## src/rtl/mem_ctrl.sv

```systemverilog
// Single-page memory controller: page-select address cycle followed by a
// critical-word-first burst. Optional burst counters under MEMCTRL_STATS_EN.
module mem_ctrl #(
  parameter  int BUSWIDTH  = 16,
  parameter  int MEMSIZE   = 256,
  parameter  int PAGE      = 'h2,
  parameter  int BURSTLEN  = 4,
  localparam int ADDRWIDTH = $clog2(MEMSIZE)
) (
  input  logic                 clk,
  input  logic                 resetL,
  input  logic                 AddrValid,
  input  logic                 rw,
  input  logic [BUSWIDTH-1:0]  BusAddrData,
  output logic [BUSWIDTH-1:0]  BusDataOut,
  output logic                 BusDataOE,
  output logic [ADDRWIDTH-1:0] Addr,
  output logic [BUSWIDTH-1:0]  DataIn,
  input  logic [BUSWIDTH-1:0]  DataOut,
  output logic                 rdEn,
  output logic                 wrEn
`ifdef MEMCTRL_STATS_EN
  ,
  output logic [15:0]          rdBursts,
  output logic [15:0]          wrBursts
`endif
);

  localparam int PAGEWIDTH = BUSWIDTH - ADDRWIDTH;
  localparam logic [PAGEWIDTH-1:0] PAGE_BITS = PAGEWIDTH'(PAGE);
  // Low address bits that rotate inside one BURSTLEN-aligned block.
  localparam logic [ADDRWIDTH-1:0] BLK_MASK  = ADDRWIDTH'(BURSTLEN - 1);

  typedef enum logic [1:0] {
    IDLE = 2'd0,
    RD   = 2'd1,
    WR   = 2'd2
  } state_t;

  state_t               state;
  state_t               next_state;
  logic [ADDRWIDTH-1:0] base;
  logic [ADDRWIDTH-1:0] offset;
  logic                 hit;
  logic                 last_beat;
  logic [ADDRWIDTH-1:0] burst_addr;

  assign hit        = AddrValid && (BusAddrData[BUSWIDTH-1:ADDRWIDTH] == PAGE_BITS);
  assign last_beat  = (offset == BLK_MASK);
  assign burst_addr = (base & ~BLK_MASK) | ((base + offset) & BLK_MASK);

  always_ff @(posedge clk) begin
    if (!resetL) begin
      state  <= IDLE;
      base   <= '0;
      offset <= '0;
    end else begin
      state <= next_state;
      if (state == IDLE) begin
        if (hit) begin
          base   <= BusAddrData[ADDRWIDTH-1:0];
          offset <= '0;
        end
      end else begin
        offset <= (offset + 1'b1) & BLK_MASK;
      end
    end
  end

  // AddrValid is only looked at in IDLE; a strobe during a burst is dropped.
  always_comb begin
    next_state = state;
    case (state)
      IDLE: begin
        if (hit) begin
          next_state = rw ? RD : WR;
        end
      end
      RD, WR: begin
        if (last_beat) begin
          next_state = IDLE;
        end
      end
      default: next_state = IDLE;
    endcase
  end

  always_comb begin
    Addr       = '0;
    rdEn       = 1'b0;
    wrEn       = 1'b0;
    BusDataOE  = 1'b0;
    BusDataOut = '0;
    DataIn     = '0;
    case (state)
      RD: begin
        Addr       = burst_addr;
        rdEn       = 1'b1;
        BusDataOE  = 1'b1;
        BusDataOut = DataOut;
      end
      WR: begin
        Addr   = burst_addr;
        wrEn   = 1'b1;
        DataIn = BusAddrData;
      end
      default: ;
    endcase
  end

`ifdef MEMCTRL_STATS_EN
  // Counted only on a clean exit after the final beat; a reset edge wins.
  always_ff @(posedge clk) begin
    if (!resetL) begin
      rdBursts <= '0;
      wrBursts <= '0;
    end else begin
      if (state == RD && last_beat && rdBursts != 16'hFFFF) begin
        rdBursts <= rdBursts + 16'd1;
      end
      if (state == WR && last_beat && wrBursts != 16'hFFFF) begin
        wrBursts <= wrBursts + 16'd1;
      end
    end
  end
`endif

endmodule

```

## config.mk

```make
export PLATFORM = sky130hd
export DESIGN_NAME = mem_ctrl
export DESIGN_NICKNAME = d
export VERILOG_FILES = /design/src/rtl/mem_ctrl.sv
export SDC_FILE = /design/constraint.sdc
export NUM_CORES = 1
export LEC_CHECK = 0
export ABC_CLOCK_PERIOD_IN_PS = 2200
export BUFFER_PORTS_ARGS = -buffer_cell sky130_fd_sc_hd__buf_2
export CAP_MARGIN = 15
export CELL_PAD_IN_SITES_DETAIL_PLACEMENT = 0
export CELL_PAD_IN_SITES_GLOBAL_PLACEMENT = 2
export CORE_UTILIZATION = 19
export CTS_CLUSTER_SIZE = 8
export DETAILED_ROUTE_END_ITERATION = 6
export GPL_ROUTABILITY_DRIVEN = 0
export PLACE_DENSITY_LB_ADDON = 0.1
export RECOVER_POWER = 50
export SETUP_SLACK_MARGIN = 0.2
export SLEW_MARGIN = 10
export SYNTH_ARGS = -nofsm -noshare
export SYNTH_HDL_FRONTEND = slang
export SYNTH_SLANG_ARGS = --single-unit
export TNS_END_PERCENT = 50
```

## constraint.sdc

```tcl
create_clock -name clk -period 2.2 [get_ports clk]
set_clock_uncertainty 0.15 [all_clocks]
set_input_delay 0.33 -clock clk [delete_from_list [all_inputs] [get_ports clk]]
set_output_delay 0.33 -clock clk [all_outputs]
set_load 0.1 [all_outputs]
```

After elaboration in Yosys (flattened, before gate mapping). Index checks and enable logic that the tools add are counted.

Mux-type cells: 11. Eq/ne operators: 6. Reduce and logical (&&, ||, !) cells: 5. Bitwise logic cells: 1. Add/subtract/negate cells: 2.

Operators by type and width (count): $mux 16 (2); $mux 2 (5); $eq 8x2->1 const B (1); $mux 8 (1); $or 8x2->8 (1); $eq 2x2->1 const B (2); $pmux 2 s2 (1); $reduce_and 2->1 (2); $add 2x1->2 const B (1); $add 2x2->2 (1); $eq 2x1->1 const B (1); $logic_not 2->1 (1); $mux 1 (2); $ne 2x1->1 const B (1); $ne 2x2->1 const B (1); $reduce_or 2->1 (1); $logic_and 1x1->1 (1).

Register bits: 12. Input bits: 36.

Longest topological paths before layout.
Depth in word-level cells: 4. Depth in mapped cells: 6. Mapped depth without buffers: 6.

Worst setup path before layout. Ideal clock, no wire load.

Kind: reg-to-output. Start point: reg state[1]. End point: out BusDataOut[15]. Path buffers: 1. Cell stages (with the launch flop): 5. Arrival: 2.306 ns. Path slack: -0.586 ns. Cell sequence: dfxtp_1 -> inv_1 -> ha_1 -> clkbuf_1 -> and2_1.

Word-level cells in the longest chain between the ends: 2.

Ends and longest elaborated chain: start: declaration (RTL line 40) `state_t state;`; start signal: assignment (RTL line 58) `state <= next_state;`; $eq 2x1->1 (RTL line 95) `case (state)`; $mux 16 (RTL line 95); end: declaration (RTL line 15) `output logic [BUSWIDTH-1:0] BusDataOut,`.

No other way between the ends.

Worst setup path in the final report. Ends and elaborated chain as after synthesis.

==> results.sh <==
export IMPL_outcome="completed"
export IMPL_drt_vias_per_instance=4.20
export IMPL_synth_seq_cells=12
export IMPL_hold_path_class="primary input to register"
export IMPL_route_detailed_drc=0
export IMPL_clk_path_buf_depth=2
export IMPL_routed_wl_um=2610
export IMPL_min_period_over_period_pct=93.7
export IMPL_setup_ws_ps=138
export IMPL_syn_area_um2=881
export IMPL_avgSynthCellArea_um2=7.86
export IMPL_p_per_area_nw_per_um2=325
export IMPL_grt_start_max_net_pins=21
export IMPL_clock_fmax_ghz=0.485
export IMPL_final_max_slew_viol_count=0
export IMPL_min_path_cells=3
export IMPL_cts_root_buffer="clkbuf_8"
export IMPL_synth_distinct_cells=23
export IMPL_yosysWarnings=0
export IMPL_rows=24
export IMPL_clk_pin_slew_ps=60
export IMPL_die_width_um=70.1
export IMPL_cts_buffers=3
export IMPL_setup_viol=0
export IMPL_r2r_start="state[0]"
export IMPL_drt_initial_drc_count=20
export IMPL_cts_tree="yes"
export IMPL_drv_cap=0
export IMPL_antenna_cells=0
export IMPL_syn_nets=153
export IMPL_die_area_um2=4910
export IMPL_slew_headroom_pct=59.3
export IMPL_dp_cells=236
export IMPL_cts_htree_levels=1
export IMPL_rrSetupSlack_ps=330
export IMPL_arrival_ps=1580
export IMPL_hold_viol_final=0
export IMPL_cts_sinks=12
export IMPL_critPathKind="register to output port"
export IMPL_worstSetupStartpointType="register"
export IMPL_final_setup_tns_ps=0
export IMPL_hold_slack_ps=184
export IMPL_fin_cells=240
export IMPL_end_kind="output port"
export IMPL_coreArea_um2=4410
export IMPL_yosysSeqAreaShare_pct=27.3
export IMPL_holdCritStartpoint="BusAddrData[0]"
export IMPL_place_ws_ps=321
export IMPL_area_growth_pct=79.3
export IMPL_r2r_cells=5
export IMPL_grt_use_total_pct=10.6
export IMPL_r2r_end="base[2]"
export IMPL_clk_latency_ps=240
export IMPL_grt_pass1_wl_um=4290
export IMPL_hpwlAfterDp_um=2040
export IMPL_initial_core_util_pct=20.0
export IMPL_drive_above_1_share_pct=63.3
export IMPL_ant_nets=0
export IMPL_required_ps=1720
export IMPL_ir_drop_mv=0.209
export IMPL_grt_setup_unrepaired="true"
export IMPL_die_y_um=70.1
export IMPL_finalNetCount=230
export IMPL_numPortBuffers=78
export IMPL_io_pins=79
export IMPL_worst_pin_slew_ps=609
export IMPL_grt_pass1_vias=947
export IMPL_wl_per_cell_um=10.9
export IMPL_antenna_found_initial=0
export IMPL_holdPathEnd="base[0]"
export IMPL_cellLeakagePower_nw=0.799
export IMPL_vias=1009
export IMPL_drtPass1Iterations=4
export IMPL_cp_max_fo=18
export IMPL_postSynthCellCount=112
export IMPL_gr_total_overflow=0
export IMPL_fin_crit_ps=2060
[critical path, cell delays in order (launching register included)]
cell,delay [ps]
dfxtp_1,320
inv_1,100
ha_2,320
and2_2,180
buf_2,410
[registers in the layout (all words and copies together) (netlist names)]
| signal | cells |
|---|---|
| base | 8 |
| offset | 2 |
| state | 2 |
[metal layers]
metal	part of all wire (%)	vias to the layer above	global-route usage, %
met5	0	-	0
met4	0.23	0	2.67
met3	7.5	2	2.60
met2	54	41	20.9
met1	38	446	10.9
li1	-	520	-
[how the worst max path moves through the flow]
stage               cells past startpoint     start             end
floorplan                               4  state[1]  BusDataOut[15]
global placement                        4  state[0]      DataIn[15]
detailed placement                      4  state[0]      DataIn[14]
CTS                                     4  state[1]   BusDataOut[3]
global route                            4  state[1]  BusDataOut[15]
finish                                  4  state[1]  BusDataOut[15]
[layout make-up]
| class | count | area (µm²) |
|---|---|---|
| fill | 461 | 2840 |
| sequential | 12 | 240 |
| clock buffer | 4 | 55.1 |
| inverter | 2 | 7.51 |
| multi-input combinational | 92 | 641 |
| timing repair buffer | 78 | 571 |
| tap | 52 | 65.1 |
[repair_timing]
action                     4_1_cts  5_1_grt
resized for setup               20       15
hold buffers                     0        0
buffers inserted                 0        0
setup endpoints to repair       41       40
[power by group]
group / total [mW] / switching, mW / internal (mW) / leakage (nW)
combinational: 0.0524 / 0.0245 / 0.0279 / 0.673
clock: 0.243 / 0.0848 / 0.158 / 0.0288
sequential: 0.218 / 0.000158 / 0.218 / 0.0966
total: 0.513 / 0.109 / 0.404 / 0.799
[synth_stat cells, drive strengths merged]
master / count / area share [%]
and2: 40 / 29
xnor2: 2 / 2.0
nor2: 5 / 3.0
a21boi: 1 / 0.85
clkbuf: 4 / 1.7
ha: 5 / 7.1
nand4: 1 / 1.4
o21a: 1 / 0.85
dfxtp: 12 / 27
nand2: 8 / 3.4
nand3: 11 / 6.8
o31a: 2 / 2.0
and4bb: 2 / 2.8
buf: 2 / 1.4
o21ai: 8 / 4.5
inv: 2 / 0.85
nor3: 1 / 1.8
nand2b: 2 / 1.4
and3: 3 / 2.1
[through the flow]
step | util, % | area [µm²] | power (mW)
after CTS | 35.7 | 1580 | 0.522
after detailed placement | 33.4 | 1470 | 0.276
final | 35.8 | 1580 | 0.513
after global routing | 35.8 | 1580 | 0.534
after global placement | 33.4 | 1470 | 0.276
after floorplan | - | 925 | 0.240
[layout by cell type (no fill, tap or decap), drive strengths merged]
| cell type | synthesis | layout |
|---|---|---|
| nor3 | 1 | 1 |
| nor2 | 5 | 5 |
| buf | 2 | 72 |
| and2 | 40 | 40 |
| xnor2 | 2 | 2 |
| nand3 | 11 | 11 |
| nand2 | 8 | 8 |
| o21a | 1 | 1 |
| nand2b | 2 | 2 |
| dfxtp | 12 | 12 |
| and3 | 3 | 3 |
| inv | 2 | 2 |
| ha | 5 | 5 |
| o31a | 2 | 2 |
| nand4 | 1 | 1 |
| and4bb | 2 | 2 |
| clkbuf | 4 | 10 |
| a21boi | 1 | 1 |
| o21ai | 8 | 8 |
[kinds of logic (layout without fill, tap and decap cells)]
| logic type | count (synthesis) | in the layout | synth area share [%] |
|---|---|---|---|
| flip-flops | 12 | 12 | 27.3 |
| AND/OR/NAND/NOR | 73 | 73 | 51.4 |
| XOR/XNOR | 2 | 2 | 1.99 |
| buffers and inverters | 8 | 84 | 3.98 |
| AO/OA/AOI/OAI | 12 | 12 | 8.24 |
| adder cells (fa/ha/maj) | 5 | 5 | 7.10 |
Power figures use the tool's default switching activity.
